<file path="config.mk">
export PLATFORM = sky130hd
export DESIGN_NAME = alu_shift_seq
export DESIGN_NICKNAME = d
export VERILOG_FILES = /design/src/rtl/alu_shift_seq_pkg.sv /design/src/rtl/alu_shift_cin_mux.sv /design/src/rtl/alu_shift_seq.sv
export SDC_FILE = /design/constraint.sdc
export NUM_CORES = 1
export LEC_CHECK = 0
export CAP_MARGIN = 40
export CORE_MARGIN = 1.5
export CORE_UTILIZATION = 44
export CTS_BUF_LIST = sky130_fd_sc_hd__clkbuf_4 sky130_fd_sc_hd__clkbuf_8
export CTS_CLUSTER_SIZE = 20
export DETAILED_ROUTE_END_ITERATION = 7
export PLACE_DENSITY = 0.94
export SLEW_MARGIN = 30
export SYNTH_ARGS = -nofsm -noshare
export SYNTH_HDL_FRONTEND = slang
export SYNTH_HIERARCHICAL = 1
export SYNTH_SLANG_ARGS = --single-unit
</file>
<file path="constraint.sdc">
create_clock -name clk -period 4.1 [get_ports clk]
set_input_delay 0.41 -clock clk [delete_from_list [all_inputs] [get_ports clk]]
set_output_delay 0.41 -clock clk [all_outputs]
set_load 0.01 [all_outputs]
</file>
<file path="src/rtl/alu_shift_seq_pkg.sv">
// alu_shift_seq_pkg: shared mode codes and FSM state encodings for the shift sequencer
package alu_shift_seq_pkg;

    localparam logic [1:0] ALU_SH_LSR = 2'd0;
    localparam logic [1:0] ALU_SH_ROR = 2'd1;
    localparam logic [1:0] ALU_SH_RCR = 2'd2;
    localparam logic [1:0] ALU_SH_ASR = 2'd3;

    localparam logic [1:0] ST_IDLE = 2'd0;
    localparam logic [1:0] ST_RUN  = 2'd1;
    localparam logic [1:0] ST_DONE = 2'd2;

endpackage

</file>
<file path="src/rtl/alu_shift_cin_mux.sv">
// alu_shift_cin_mux: selects the fill bit fed to the shift slice from the latched mode
//   mode     in  2  latched shift mode (LSR/ROR/RCR/ASR)
//   arg_lsb  in  1  operand register bit 0 (ROR fill)
//   arg_msb  in  1  operand register top bit (ASR fill)
//   carry    in  1  carry register (RCR fill)
//   cin      out 1  fill bit for the slice
module alu_shift_cin_mux
    import alu_shift_seq_pkg::*;
(
    input  logic [1:0] mode,
    input  logic       arg_lsb,
    input  logic       arg_msb,
    input  logic       carry,
    output logic       cin
);

    always_comb begin
        cin = (mode == ALU_SH_ROR) ? arg_lsb :
              (mode == ALU_SH_RCR) ? carry   :
              (mode == ALU_SH_ASR) ? arg_msb : 1'b0;
    end

endmodule

</file>
<file path="src/rtl/alu_shift_seq.sv">
// alu_shift_seq: multi-step shift/rotate sequencer driving a single-step shift/swap slice
//   clk, reset (async, active-high)
//   start, mode, count, operand, carry_init : instruction request, latched in IDLE
//   arg_l, cin, fn_swap, outn               : to slice
//   bus_res, cout_in                        : from slice
//   result, carry, busy, done               : status to the microcode controller
// Build option: ALU_SHIFT_SWAP_SHORTCUT_EN enables a nibble-swap step that rotates
// by 4 in one cycle during ROR; final result/carry are unchanged, only latency shrinks.
module alu_shift_seq
    import alu_shift_seq_pkg::*;
#(
    parameter int CNT_W  = 3,
    parameter int DATA_W = 8
) (
    input  logic              clk,
    input  logic              reset,
    input  logic              start,
    input  logic [1:0]        mode,
    input  logic [CNT_W-1:0]  count,
    input  logic [DATA_W-1:0] operand,
    input  logic              carry_init,
    output logic [DATA_W-1:0] arg_l,
    output logic              cin,
    output logic              fn_swap,
    output logic              outn,
    input  logic [DATA_W-1:0] bus_res,
    input  logic              cout_in,
    output logic [DATA_W-1:0] result,
    output logic              carry,
    output logic              busy,
    output logic              done
);

    logic [1:0]       state;
    logic [1:0]       mode_r;
    logic [CNT_W-1:0] remaining;
    logic [CNT_W-1:0] rem_nx;

    alu_shift_cin_mux u_cin_mux (
        .mode    (mode_r),
        .arg_lsb (arg_l[0]),
        .arg_msb (arg_l[DATA_W-1]),
        .carry   (carry),
        .cin     (cin)
    );

    always_comb begin
`ifdef ALU_SHIFT_SWAP_SHORTCUT_EN
        fn_swap = (state == ST_RUN) && (mode_r == ALU_SH_ROR) && (remaining >= CNT_W'(4));
`else
        fn_swap = 1'b0;
`endif
        rem_nx  = remaining - (fn_swap ? CNT_W'(4) : CNT_W'(1));
        outn    = state != ST_RUN;
        busy    = state == ST_RUN;
        done    = state == ST_DONE;
        result  = arg_l;
    end

    always_ff @(posedge clk or posedge reset) begin
        if (reset) begin
            state     <= ST_IDLE;
            mode_r    <= ALU_SH_LSR;
            remaining <= '0;
            arg_l     <= '0;
            carry     <= 1'b0;
        end else if (state == ST_IDLE) begin
            if (start) begin
                arg_l     <= operand;
                carry     <= carry_init;
                mode_r    <= mode;
                remaining <= count;
                state     <= (count != '0) ? ST_RUN : ST_DONE;
            end
        end else if (state == ST_RUN) begin
            // After a nibble swap the last bit rotated out sits in the new MSB
            arg_l     <= bus_res;
            carry     <= fn_swap ? bus_res[DATA_W-1] : cout_in;
            remaining <= rem_nx;
            state     <= (rem_nx == '0) ? ST_DONE : ST_RUN;
        end else begin
            state <= ST_IDLE;
        end
    end

endmodule

</file>
==> flow_metrics.env <==
export IMPL_status="completed"
export IMPL_rrSetupSlack_ns=2.16
export IMPL_synth_area_top_cells="dfrtp_1 (42%), nor2b_1 (9.1%), a22oi_1 (7.0%), buf_4 (7.0%), o21ai_0 (6.2%)"
export IMPL_detail_route_antenna_nets=0
export IMPL_synth_common_cells="dfrtp_1 (16), nor2b_1 (14), o21ai_0 (12)"
export IMPL_leakage_nw=0.570
export IMPL_vias=877
export IMPL_arrival_ns=2.12
export IMPL_yosys_most_used_dff="dfrtp_1"
export IMPL_port_buffers=46
export IMPL_cts_buffers_inserted=3
export IMPL_vdd_drop_max_v=0.000406
export IMPL_hold_path_class="input port to asynchronous set/reset pin"
export IMPL_yosysTopAreaCell="dfrtp_1"
export IMPL_end_kind="primary output"
export IMPL_final_cells=164
export IMPL_synthCells=103
export IMPL_holdWs_ns=0.499
export IMPL_layout_drive_gt1_share=0.0511
export IMPL_fin_util=0.693
export IMPL_totalWireLength_um=2410
export IMPL_dp_cells=160
export IMPL_crit_slowest_cell="clkdlybuf4s50_1"
export IMPL_r2r_start="state[1]$_DFFE_PP0P_"
export IMPL_die_area_sq_um=2480
export IMPL_ioPinCount=48
export IMPL_p_per_area_nw_per_um2=737
export IMPL_drtIter0Drc=14
export IMPL_synth_yosys_warnings=6
export IMPL_start_kind="flip-flop"
export IMPL_start_util=0.481
export IMPL_hold_viol_final=0
export IMPL_gp_congestion=0.776
export IMPL_final_min_clock_period_ns=2.53
export IMPL_ys_types=24
export IMPL_cp_cell_sequence="nand2b_1 -> inv_1 -> clkdlybuf4s50_1"
export IMPL_vias_per_cell=5.35
export IMPL_async_flop_share=1.00
export IMPL_cts_resized_gates=0
export IMPL_setup_viol=0
export IMPL_r2r_cells=4
export IMPL_synth_most_common_cell="dfrtp_1"
export IMPL_p_total_mw=1.02
export IMPL_grt_overflow=0
export IMPL_placed_area_sq_um=1360
export IMPL_synth_edff_count=0
export IMPL_drc_errors=0
export IMPL_grt_pass1_wl_um=4000
export IMPL_clk_pin_slew_ns=0.09
export IMPL_drv_cap=0
export IMPL_yosys_area_top_type_share=0.416
export IMPL_cts_htree_levels=1
export IMPL_wl_per_cell_um=14.7
export IMPL_cts_tree="built"
export IMPL_clockBufferDepth=2
export IMPL_crit_buf_inv=2
export IMPL_critical_path_class="flip-flop to primary output"
export IMPL_post_place_ws_ns=1.42
export IMPL_slew_headroom=0.587
export IMPL_fp_dieH_um=49.8
export IMPL_setup_tns_final_ns=0
export IMPL_worst_slack_ns=1.57
export IMPL_r2r_end="mode_r[1]$_DFFE_PP0P_"
export IMPL_clock_fmax_mhz=396
export IMPL_rsz0062_at_grt="no"
export IMPL_clock_sinks=16
export IMPL_area_growth_syn_to_layout_pct=44.0
export IMPL_die_w_um=49.8
export IMPL_worst_pin_slew_ns=0.619
export IMPL_worst_ep_required_time_ns=3.69
export IMPL_crit_path_max_fanout=17
export IMPL_ys_ff_latch=16
export IMPL_antenna_found_initial=0
export IMPL_syn_num_nets=131
export IMPL_clock_skew_ns=0.00975
export IMPL_num_rows=16
export IMPL_finalCritPeriodShare=0.617
export IMPL_fin_nets=167
export IMPL_antenna_cells=0
export IMPL_post_route_cell_area_sq_um=1390
export IMPL_core_sq_um=2000
export IMPL_grt_pass1_vias=893
export IMPL_grt_use_total=0.209
export IMPL_drv_slew=0
export IMPL_hpwl_um=1770
export IMPL_syn_area_per_cell_sq_um=9.35
export IMPL_synth_area_sq_um=963
export IMPL_cts_root_buffer="clkbuf_4"
export IMPL_holdBufCountCts=0
export IMPL_clk_latency_ns=0.28
export IMPL_ys_seq_area_frac=0.416
export IMPL_grt_max_degree=20
export IMPL_critPathTopFamily="buffers and inverters"
export IMPL_cp_slowest_stage_delay_ns=0.63
export IMPL_cts_setup_buffers=0
export IMPL_firstDrtPassIters=4
## cell families (layout without fill, tap and decap cells)
group | after synthesis | after routing | share of synthesized area
adders and majority gates | 2 | 2 | 0.0260
and+or+nand+nor | 21 | 21 | 0.139
AOI/OAI and AO/OA | 37 | 37 | 0.235
muxes | 5 | 5 | 0.0545
DFF | 16 | 16 | 0.416
xor gates and xnor gates | 1 | 1 | 0.00909
other | 1 | 1 | 0.00389
buffers and inverters | 20 | 54 | 0.117
## worst max path at each step
stage | startpoint | to | slack (ns) | cells past startpoint
floorplan | state[0]$_DFFE_PP0P_ | busy | 2.69 | 4
global placement | start | mode_r[1]$_DFFE_PP0P_ | 1.50 | 4
detailed placement | start | mode_r[0]$_DFFE_PP0P_ | 1.42 | 4
CTS | state[1]$_DFFE_PP0P_ | busy | 1.57 | 3
global route | state[0]$_DFFE_PP0P_ | busy | 1.43 | 3
finish | state[1]$_DFFE_PP0P_ | busy | 1.57 | 3
## flip-flops by register name, summed over array words and instances (netlist names)
signal / count
arg_l: 8
state: 2
mode_r: 2
remaining: 3
carry: 1
## cell type report
type	instances	area (sq um)
fillers	162	614
multi-input cells	67	450
well taps	27	33.8
inverters	4	15.0
flip-flops and latches	16	400
clock buffers	3	22.5
repair buffers	47	465
## worst reg2reg max path, cell delays in order (launching register included)
cell     delay [ns]
dfrtp_1        0.59
nor2b_1        0.39
buf_2          0.28
nor2b_1        0.22
mux2_2         0.35
## report_power, final
group | leakage [nW] | internal (mW) | switching (mW)
registers | 0.193 | 0.239 | 0.112
clock network | 0.0138 | 0.0340 | 0.0463
logic | 0.363 | 0.347 | 0.243
total | 0.570 | 0.621 | 0.401
## cell usage in the layout (no fill, tap or decap)
master           count
o21ai_0             12
inv_1                4
a21oi_2              1
nor3b_1              1
or3_1                1
nand3_1              1
mux2_2               2
mux2i_1              3
and3b_1              1
conb_1               1
or3b_1               1
clkdlybuf4s50_1     46
a221oi_1             1
nor2b_1             14
a21oi_1             11
a22oi_1              9
nand2_1              1
xnor2_1              1
buf_2                1
ha_1                 2
dfrtp_1             16
a2bb2oi_1            3
nand2b_1             1
clkbuf_4             3
## routing by layer
metal	vias to the layer above	wire length [um]	GRT usage
met5	-	0	0
met4	0	36	0.102
met3	6	146	0.0333
met2	31	1190	0.369
met1	419	1040	0.244
li1	421	-	-
No activity file was read; power rests on OpenSTA's default activity.
